<file path="src/rtl/radio_serializer.sv">
// Packs N_CHAN I/Q samples into MSB-first serial frames (optional even parity), SYNC on bit 0; one-edge capture-to-bit-0 latency.
// No backpressure: a single hold register buffers the next word, and a strobe that finds it still occupied overwrites it and flags OVERRUN.
module radio_serializer #(
  parameter int N_CHAN = 2,
  parameter int PARITY = 1,
  parameter int CNT_W  = 16
) (
  input  logic                  SYS_CLK,
  input  logic                  RST,
  input  logic                  ENABLE,
  input  logic                  TEST_MODE,
  input  logic                  SAMPLE_EN,
  input  logic [4*N_CHAN-1:0]   RX_DATA,
  input  logic                  CLR_OVR,
  output logic                  DATA_OUT,
  output logic                  SYNC,
  output logic                  OVERRUN,
  output logic [CNT_W-1:0]      FRAME_CNT
);
  localparam int W    = 4 * N_CHAN;
  localparam int FLEN = W + PARITY;
  localparam int IW   = $clog2(FLEN);
  localparam logic [IW-1:0] LAST_IDX = IW'(FLEN - 1);
  localparam logic [IW-1:0] PAR_IDX  = IW'(W - 1);

  localparam logic [0:0] IDLE  = 1'b0;
  localparam logic [0:0] SHIFT = 1'b1;

  logic [0:0]    state;
  logic [W-1:0]  hold;
  logic [W-1:0]  pat;
  logic [W-1:0]  sr;
  logic          hold_valid;
  logic          par;
  logic [IW-1:0] bit_idx;
  logic          capture;
  logic          last_bit;
  logic          load;

  assign capture  = SAMPLE_EN & ENABLE;
  // bit_idx is the index of the bit currently on DATA_OUT
  assign last_bit = (state == SHIFT) && (bit_idx == LAST_IDX);
  assign load     = hold_valid && ((state == IDLE) || last_bit);

  always_ff @(posedge SYS_CLK) begin
    if (RST) begin
      state      <= IDLE;
      hold       <= '0;
      hold_valid <= 1'b0;
      pat        <= '0;
      sr         <= '0;
      par        <= 1'b0;
      bit_idx    <= '0;
      DATA_OUT   <= 1'b0;
      SYNC       <= 1'b0;
      OVERRUN    <= 1'b0;
      FRAME_CNT  <= '0;
    end else begin
      if (capture) begin
        hold <= TEST_MODE ? pat : RX_DATA;
        if (TEST_MODE) begin
          pat <= pat + W'(1);
        end
      end

      // A capture on the load edge refills hold without counting as an overrun.
      hold_valid <= capture | (hold_valid & ~load);
      if (capture && hold_valid && !load) begin
        OVERRUN <= 1'b1;
      end else if (CLR_OVR) begin
        OVERRUN <= 1'b0;
      end

      if (load) begin
        state     <= SHIFT;
        sr        <= {hold[W-2:0], 1'b0};
        par       <= ^hold;
        bit_idx   <= '0;
        DATA_OUT  <= hold[W-1];
        SYNC      <= 1'b1;
        FRAME_CNT <= FRAME_CNT + CNT_W'(1);
      end else if (state == SHIFT && !last_bit) begin
        bit_idx  <= bit_idx + IW'(1);
        DATA_OUT <= (bit_idx == PAR_IDX) ? par : sr[W-1];
        sr       <= {sr[W-2:0], 1'b0};
        SYNC     <= 1'b0;
      end else begin
        state    <= IDLE;
        DATA_OUT <= 1'b0;
        SYNC     <= 1'b0;
      end
    end
  end
endmodule

</file>
<file path="config.mk">
export PLATFORM = sky130hd
export DESIGN_NAME = radio_serializer
export DESIGN_NICKNAME = d
export VERILOG_FILES = /design/src/rtl/radio_serializer.sv
export SDC_FILE = /design/constraint.sdc
export NUM_CORES = 1
export LEC_CHECK = 0
export ABC_AREA = 1
export BUFFER_PORTS_ARGS = -buffer_cell sky130_fd_sc_hd__buf_2
export CAP_MARGIN = 40
export CORE_MARGIN = 2
export CORE_UTILIZATION = 43
export DETAILED_ROUTE_END_ITERATION = 6
export PLACE_DENSITY = 0.66
export SKIP_CTS_REPAIR_TIMING = 1
export SLEW_MARGIN = 0
export SYNTH_ARGS = -nofsm -noshare
export SYNTH_HDL_FRONTEND = slang
export SYNTH_SLANG_ARGS = --single-unit
</file>
<file path="constraint.sdc">
create_clock -name SYS_CLK -period 1.3 [get_ports SYS_CLK]
set_input_delay 0.26 -clock SYS_CLK [delete_from_list [all_inputs] [get_ports SYS_CLK]]
set_output_delay 0.26 -clock SYS_CLK [all_outputs]
set_load 0.01 [all_outputs]
</file>
==> summary.md, run 1 <==
| Metric | Value |
|---|---|
| Worst Path Max Fanout | `6` |
| Synth warnings | `0` |
| Final Hold Viols | `0` |
| Synth top area share | `0.389` |
| Worst path required time | `1.50 ns` |
| PwrDens | `between 800 and 900 mW/mm^2` |
| IO Pins | `33` |
| Syn Area/Cell | `6.74 um^2` |
| Ant. Diodes | `0` |
| Pin count of the biggest net entering global routing | `21` |
| Syn Nets | `between 300 and 400` |
| Clock-pin slew on the worst setup and hold paths | `approximately 0.09 ns` |
| Die Span Y | `about 81 um` |
| Register bit total from synthesis | `49` |
| Area contributors post-synth | `dfxtp_1 39%, nand2_1 20%, nand3_1 6.2%, inv_1 6.1%, nor2_1 5.2%` |
| Mapped Cells | `374` |
| Total gr overflow | `0` |
| First-pass GRT wire length | `9.07 mm` |
| WL/cell | `around 11 um` |
| Clock power share | `0.350` |
| Initial core utilization | `0.452` |
| Period Utilization, post-route | `1.04` |
| Static leakage | `between 1 and 1.5 nW` |
| Die area | `0.00649 mm^2` |
| Vias in the first global route | `2066` |
| Count leader, synth | `nand2_1` |
| Slew margin rel. | `0.801` |
| Min cycle time layout | `1.35 ns` |
| Max-Cap Viols | `0` |
| DR vias/cell | `4.78` |
| Most used DFF post-synth | `dfxtp_1` |
| Port Buffers | `32` |
| CTS tree | `done` |
| Comb pwr share | `0.099` |
| CTS Root Cell | `clkbuf_8` |
| Routed WL | `roughly 5.7 mm` |
| Max IR drop VDD | `0.000568 V` |
| Syn-to-layout area delta | `26.2%` |
| Register area share after synthesis | `0.389` |
| Setup ws final | `-0.0485 ns` |
| Final nets | `roughly 450` |
| Initial antenna violation count | `0` |
| Site Rows | `27` |
| Reg power frac | `0.551` |
| Int Pwr | `2.13 mW` |
| Drt initial violations | `65` |
| Share of cells above drive strength 1 | `0.280` |
| Number of synthesized flops with an enable pin | `0` |
| Drt drc | `0` |
| Post-synth ARST share | `0` |
| Nature of the critical path startpoint | `flip-flop` |
| Clock Sinks | `49` |
| Setup TNS | `-0.120 ns` |
| # H-tree levels | `2` |
| Endpoint class of the critical path | `flip-flop` |
| Outcome | `complete, but fails checks` |
| Vias | `approximately 2400` |
| Clk buf depth | `2` |
| Post-synth top area cell | `dfxtp_1` |
| Core Area | `approximately 0.0056 mm^2` |
| Cell variety after synth | `29` |
| Critical path arrival | `1.54 ns` |
| Layout Utilization | `0.571` |
| Total GRT Usage | `0.177` |
| Routed Antenna Nets | `0` |
| Number of CTS-inserted buffers | `5` |
| Die Wd | `about 81 um` |
| Worst hold path class | `primary input to flip-flop` |
| Measured slew at the worst slew-check pin | `0.298 ns` |
| RSZ-0062 raised after global routing | `yes` |
| Maximum clock rate | `around 740 MHz` |
| P_sw | `0.685 mW` |
| Post-synth top cells | `133 x nand2_1, 49 x dfxtp_1, 41 x inv_1` |
| 1st-pass router iterations | `4` |
| Failing checks | `setup timing` |
| Count of pins over their slew limit | `0` |
| Setup CP Type | `flip-flop to flip-flop` |
| Switching share of power | `0.243` |
| Clock skew | `0.0108 ns` |
| HPWL after DPL | `4.23 mm` |
| Synth Cell Area | `roughly 0.0025 mm^2` |
| Final setup fails | `5` |
| GP Congestion | `~0.79` |
| Clock Latency Late Sink | `between 0.3 and 0.4 ns` |
-- metrics by stage --
| stage | cells | hold slack, ns | worst slack, ns | power [mW] | area (um^2) |
|---|---|---|---|---|---|
| 4_1_cts | 502 | 0.184 | -0.0979 | 2.81 | 3020 |
| 3_5_place_dp | 494 | 0.444 | -0.0597 | 1.84 | 2920 |
| 5_1_grt | 504 | 0.206 | -0.120 | 2.93 | 3180 |
| 3_3_place_gp | 494 | 0.439 | -0.0269 | 1.83 | 2920 |
| 6_report | 504 | 0.192 | -0.0485 | 2.81 | 3180 |
| 2_1_floorplan | 374 | 0.416 | -0.00545 | 1.74 | 2530 |
-- metal layers --
metal	wire length, um	vias up	GRT usage
li1	-	1283	-
met1	2740	1092	0.231
met2	2710	30	0.293
met3	199	4	0.0416
met4	43	0	0.0492
met5	0	-	0
-- sequential cells by signal (all words and copies together), names as in the netlist --
signal and flops:
DATA_OUT 1, FRAME_CNT 16, OVERRUN 1, SYNC 1, bit_idx 4, hold 8
hold_valid 1, par 1, pat 8, sr 7, state 1
-- power by group through the flow --
stage	clock network, mW	registers (mW)	logic [mW]
after floorplan	0	1.58	0.161
after global placement	0	1.58	0.250
after detailed placement	0	1.58	0.253
after CTS	1.01	1.55	0.254
after global routing	1.07	1.55	0.312
final	0.984	1.55	0.279
-- worst max-delay path, stage by stage (launching register included) --
cell	delay [ns]
dfxtp_2	0.34
inv_2	0.07
ha_4	0.14
nand3_4	0.10
nand2_8	0.11
nand2_8	0.08
nor2_4	0.21
nand3_2	0.08
nand2_1	0.07
nor2_1	0.04
-- cells in the final DEF, fill, tap and decap left out, types with 7 or more instances in the layout --
cell      synthesis  layout
a31oi_1           8       8
clkbuf_8          2       7
buf_2             5      32
nand2_2           0       7
inv_1            41      37
buf_4             0      26
nor2_1           35      30
nand3_1          31      20
dfxtp_1          49      43
nand3_2           0      11
nand2_1         133     126
a21oi_1          20      20
-- kinds of logic after synthesis --
group / synth area share
AND/OR/NAND/NOR: 0.362
adder cells (fa/ha/maj): 0.0199
XOR/XNOR: 0.0382
flip-flops: 0.389
buffers and inverters: 0.102
AO/OA/AOI/OAI: 0.0879
-- path summary, 6_finish.rpt --
path,start,cells after the start,slack [ns],end
worst max-delay path,bit_idx[0],9,-0.05,FRAME_CNT[10]
worst min-delay path,CLR_OVR,4,0.19,OVERRUN
worst max register to register,bit_idx[0],9,-0.05,FRAME_CNT[10]
worst min register to register,par,2,0.46,par
-- cell type report --
cell class / count / area, um^2
flip-flops and latches: 49 / 988
inverters: 44 / 168
fillers: 557 / 2390
multi-input cells: 269 / 1420
repair buffers: 62 / 409
clock buffers: 7 / 96.3
well taps: 72 / 90.1
clock inverters: 1 / 5.00
Power figures use the tool's default switching activity.
==> inputs of run 2 (changes only) <==
- SETUP_SLACK_MARGIN: not set -> 0.3
==> run 2 against run 1 <==
The flow still finishes with violations (setup timing); routed wire length grew 0.77%; register-to-register slack gained 0.03 ns; worst setup slack gained 0.032 ns; fmax grew 2.5%; final cell count shrank 0.20%.
==> summary.md, run 2 (synthesis results as in run 1) <==
| Metric | Value |
|---|---|
| Outcome | `complete, but fails checks` |
| Failing checks | `setup timing` |
| Critical Path Most Common Cell | `nand2_1` |
| Critical path arrival | `1.51 ns (-0.03 ns)` |
| CTS tree | `done` |
| Drt drc | `0 (unchanged)` |
| Maximum clock rate | `760 MHz (+2.5%)` |
| Hold Startpoint | `CLR_OVR` |
| 1st-pass router iterations | `4 (unchanged)` |
| Number of CTS-inserted buffers | `5 (unchanged)` |
| Hold EP | `OVERRUN` |
| Final nets | `449 (unchanged)` |
| Setup CP Type | `flip-flop to flip-flop` |
| Die Wd | `80.6 um (unchanged)` |
| Worst path required time | `1.49 ns (about the same)` |
| Total GRT Usage | `0.176 (-0.00136)` |
| Post-DP Area | `0.00289 mm^2 (-0.90%)` |
| Worst Path Max Fanout | `6 (unchanged)` |
| Ant. Diodes | `0 (unchanged)` |
| Routed WL | `5.73 mm (+0.77%)` |
| Clock Latency Late Sink | `0.30 ns (about the same)` |
| First-pass GRT wire length | `9.16 mm (+0.99%)` |
| Static leakage | `1.44 nW (-2.3%)` |
| WL/cell | `11.4 um (+0.97%)` |
| Initial core utilization | `0.452 (unchanged)` |
| CTS Root Cell | `clkbuf_8` |
| Non-Filler Instances | `503 (-0.20%)` |
| Port Buffers | `32 (unchanged)` |
| Clock-pin slew on the worst setup and hold paths | `0.09 ns (about the same)` |
| Pin count of the biggest net entering global routing | `18 (-14%)` |
| Largest regs | `FRAME_CNT (16), hold (8), pat (8)` |
| Capturing point of the worst reg2reg path | `FRAME_CNT[10]` |
| Layout Utilization | `0.595 (+0.0242)` |
| Slew margin rel. | `0.796 (-0.00516)` |
| Clock Sinks | `49 (unchanged)` |
| Pre-CTS WS | `-0.0578 ns (+0.00188 ns)` |
| Routed Antenna Nets | `0 (unchanged)` |
| Post-placement cell count | `487 (-1.4%)` |
| Final Hold Viols | `0 (unchanged)` |
| Setup ws final | `-0.0160 ns (+0.0325 ns)` |
| R2R setup slack | `-0.02 ns (+0.03 ns)` |
| Nature of the critical path startpoint | `flip-flop` |
| Max IR drop VDD | `0.000620 V (+9.1%)` |
| Most frequent cells in the layout | `130 x nand2_1, 37 x inv_1, 29 x nor2_1` |
| Slowest stage delay, CP | `0.39 ns (+0.05 ns)` |
| Die Span Y | `80.6 um (unchanged)` |
| # H-tree levels | `2 (unchanged)` |
| Most common cell after layout, fill and taps aside | `nand2_1` |
| Vias | `2393 (-0.66%)` |
| DR vias/cell | `4.76 (-0.47%)` |
| Syn-to-layout area delta | `31.6%` |
| R2r startpoint | `FRAME_CNT[0]` |
| Initial antenna violation count | `0 (unchanged)` |
| Setup TNS | `-0.0318 ns (+0.0886 ns)` |
| IO Pins | `33 (unchanged)` |
| Site Rows | `27 (unchanged)` |
| Total gr overflow | `0 (unchanged)` |
| Design area | `0.00332 mm^2 (+4.2%)` |
| Hold Path Stages | `4 (unchanged)` |
| Endpoint class of the critical path | `flip-flop` |
| Max FFs per register | `16 (unchanged)` |
| Die area | `0.00649 mm^2 (unchanged)` |
| Clock skew | `0.00585 ns (-0.00497 ns)` |
| PwrDens | `820 mW/mm^2 (-7.3%)` |
| Min cycle time layout | `1.32 ns (-0.0325 ns)` |
| Final setup fails | `5 (unchanged)` |
| Worst hold path class | `primary input to flip-flop` |
| Biggest register | `FRAME_CNT` |
| Count of pins over their slew limit | `0 (unchanged)` |
| Vias in the first global route | `2075 (+0.44%)` |
| Share of cells above drive strength 1 | `0.320 (+0.0401)` |
| HPWL after DPL | `4.16 mm (-1.6%)` |
| CP max stage cell | `dfxtp_4` |
| Crit path cell chain | `ha_4, inv_1, nor2_2, nand2_1, nor2_4, nand3_2, nand2_1, nor2_1` |
| Drt initial violations | `67 (+3.1%)` |
| Period Utilization, post-route | `1.01 (-0.0250)` |
| Measured slew at the worst slew-check pin | `0.306 ns (+0.00773 ns)` |
| Max-Cap Viols | `0 (unchanged)` |
| RSZ-0062 raised after global routing | `yes` |
| Worst reg2reg path depth | `8 (-1)` |
| Core Area | `0.00557 mm^2 (unchanged)` |
| Clk buf depth | `2 (unchanged)` |
| GP Congestion | `0.778 (-2.1%)` |
## run 2: power by group
group	leakage, nW	switching [mW]	internal, mW	total (mW)
registers	0.411	0.0328	1.51	1.54
clock network	0.0443	0.487	0.423	0.910
logic	0.982	0.147	0.118	0.264
## run 2: worst max-delay path by stage
stage	start	endpoint	depth (start not counted)
final	FRAME_CNT[0]	FRAME_CNT[10]	8
after global routing	bit_idx[0]	FRAME_CNT[8]	9
after CTS	bit_idx[1]	FRAME_CNT[13]	9
after detailed placement	bit_idx[1]	FRAME_CNT[13]	9
after global placement	bit_idx[0]	FRAME_CNT[15]	9
after floorplan	bit_idx[1]	FRAME_CNT[11]	9
## run 2: stage by stage
step                power, mW  hold WS (ns)
CTS                      2.73         0.204
detailed placement       1.82         0.461
floorplan                1.74         0.416
finish                   2.72         0.208
global placement         1.82         0.442
global route             2.85         0.221
## run 2: worst max-delay path, delay by kind of cell (launching register included)
family        cells  cell delay [ns]
simple gates      6             0.62
flops             1             0.39
buf+inv           1             0.06
fa+ha+maj         1             0.14
## run 2: layer usage
layer / part of all wire / GRT usage / routed length (um) / up-vias
li1: - / - / - / 1280
met4: 0.0063 / 0.0407 / 36 / 0
met1: 0.49 / 0.229 / 2790 / 1078
met2: 0.48 / 0.301 / 2730 / 29
met5: 0 / 0 / 0 / -
met3: 0.030 / 0.0337 / 174 / 6
## run 2: final cells by class
type | count | area, um^2
tap | 72 | 90.1
fill | 525 | 2260
clock buffer | 7 | 86.3
multi-input combinational | 269 | 1430
timing repair buffer | 62 | 513
sequential | 49 | 1030
inverter | 44 | 165
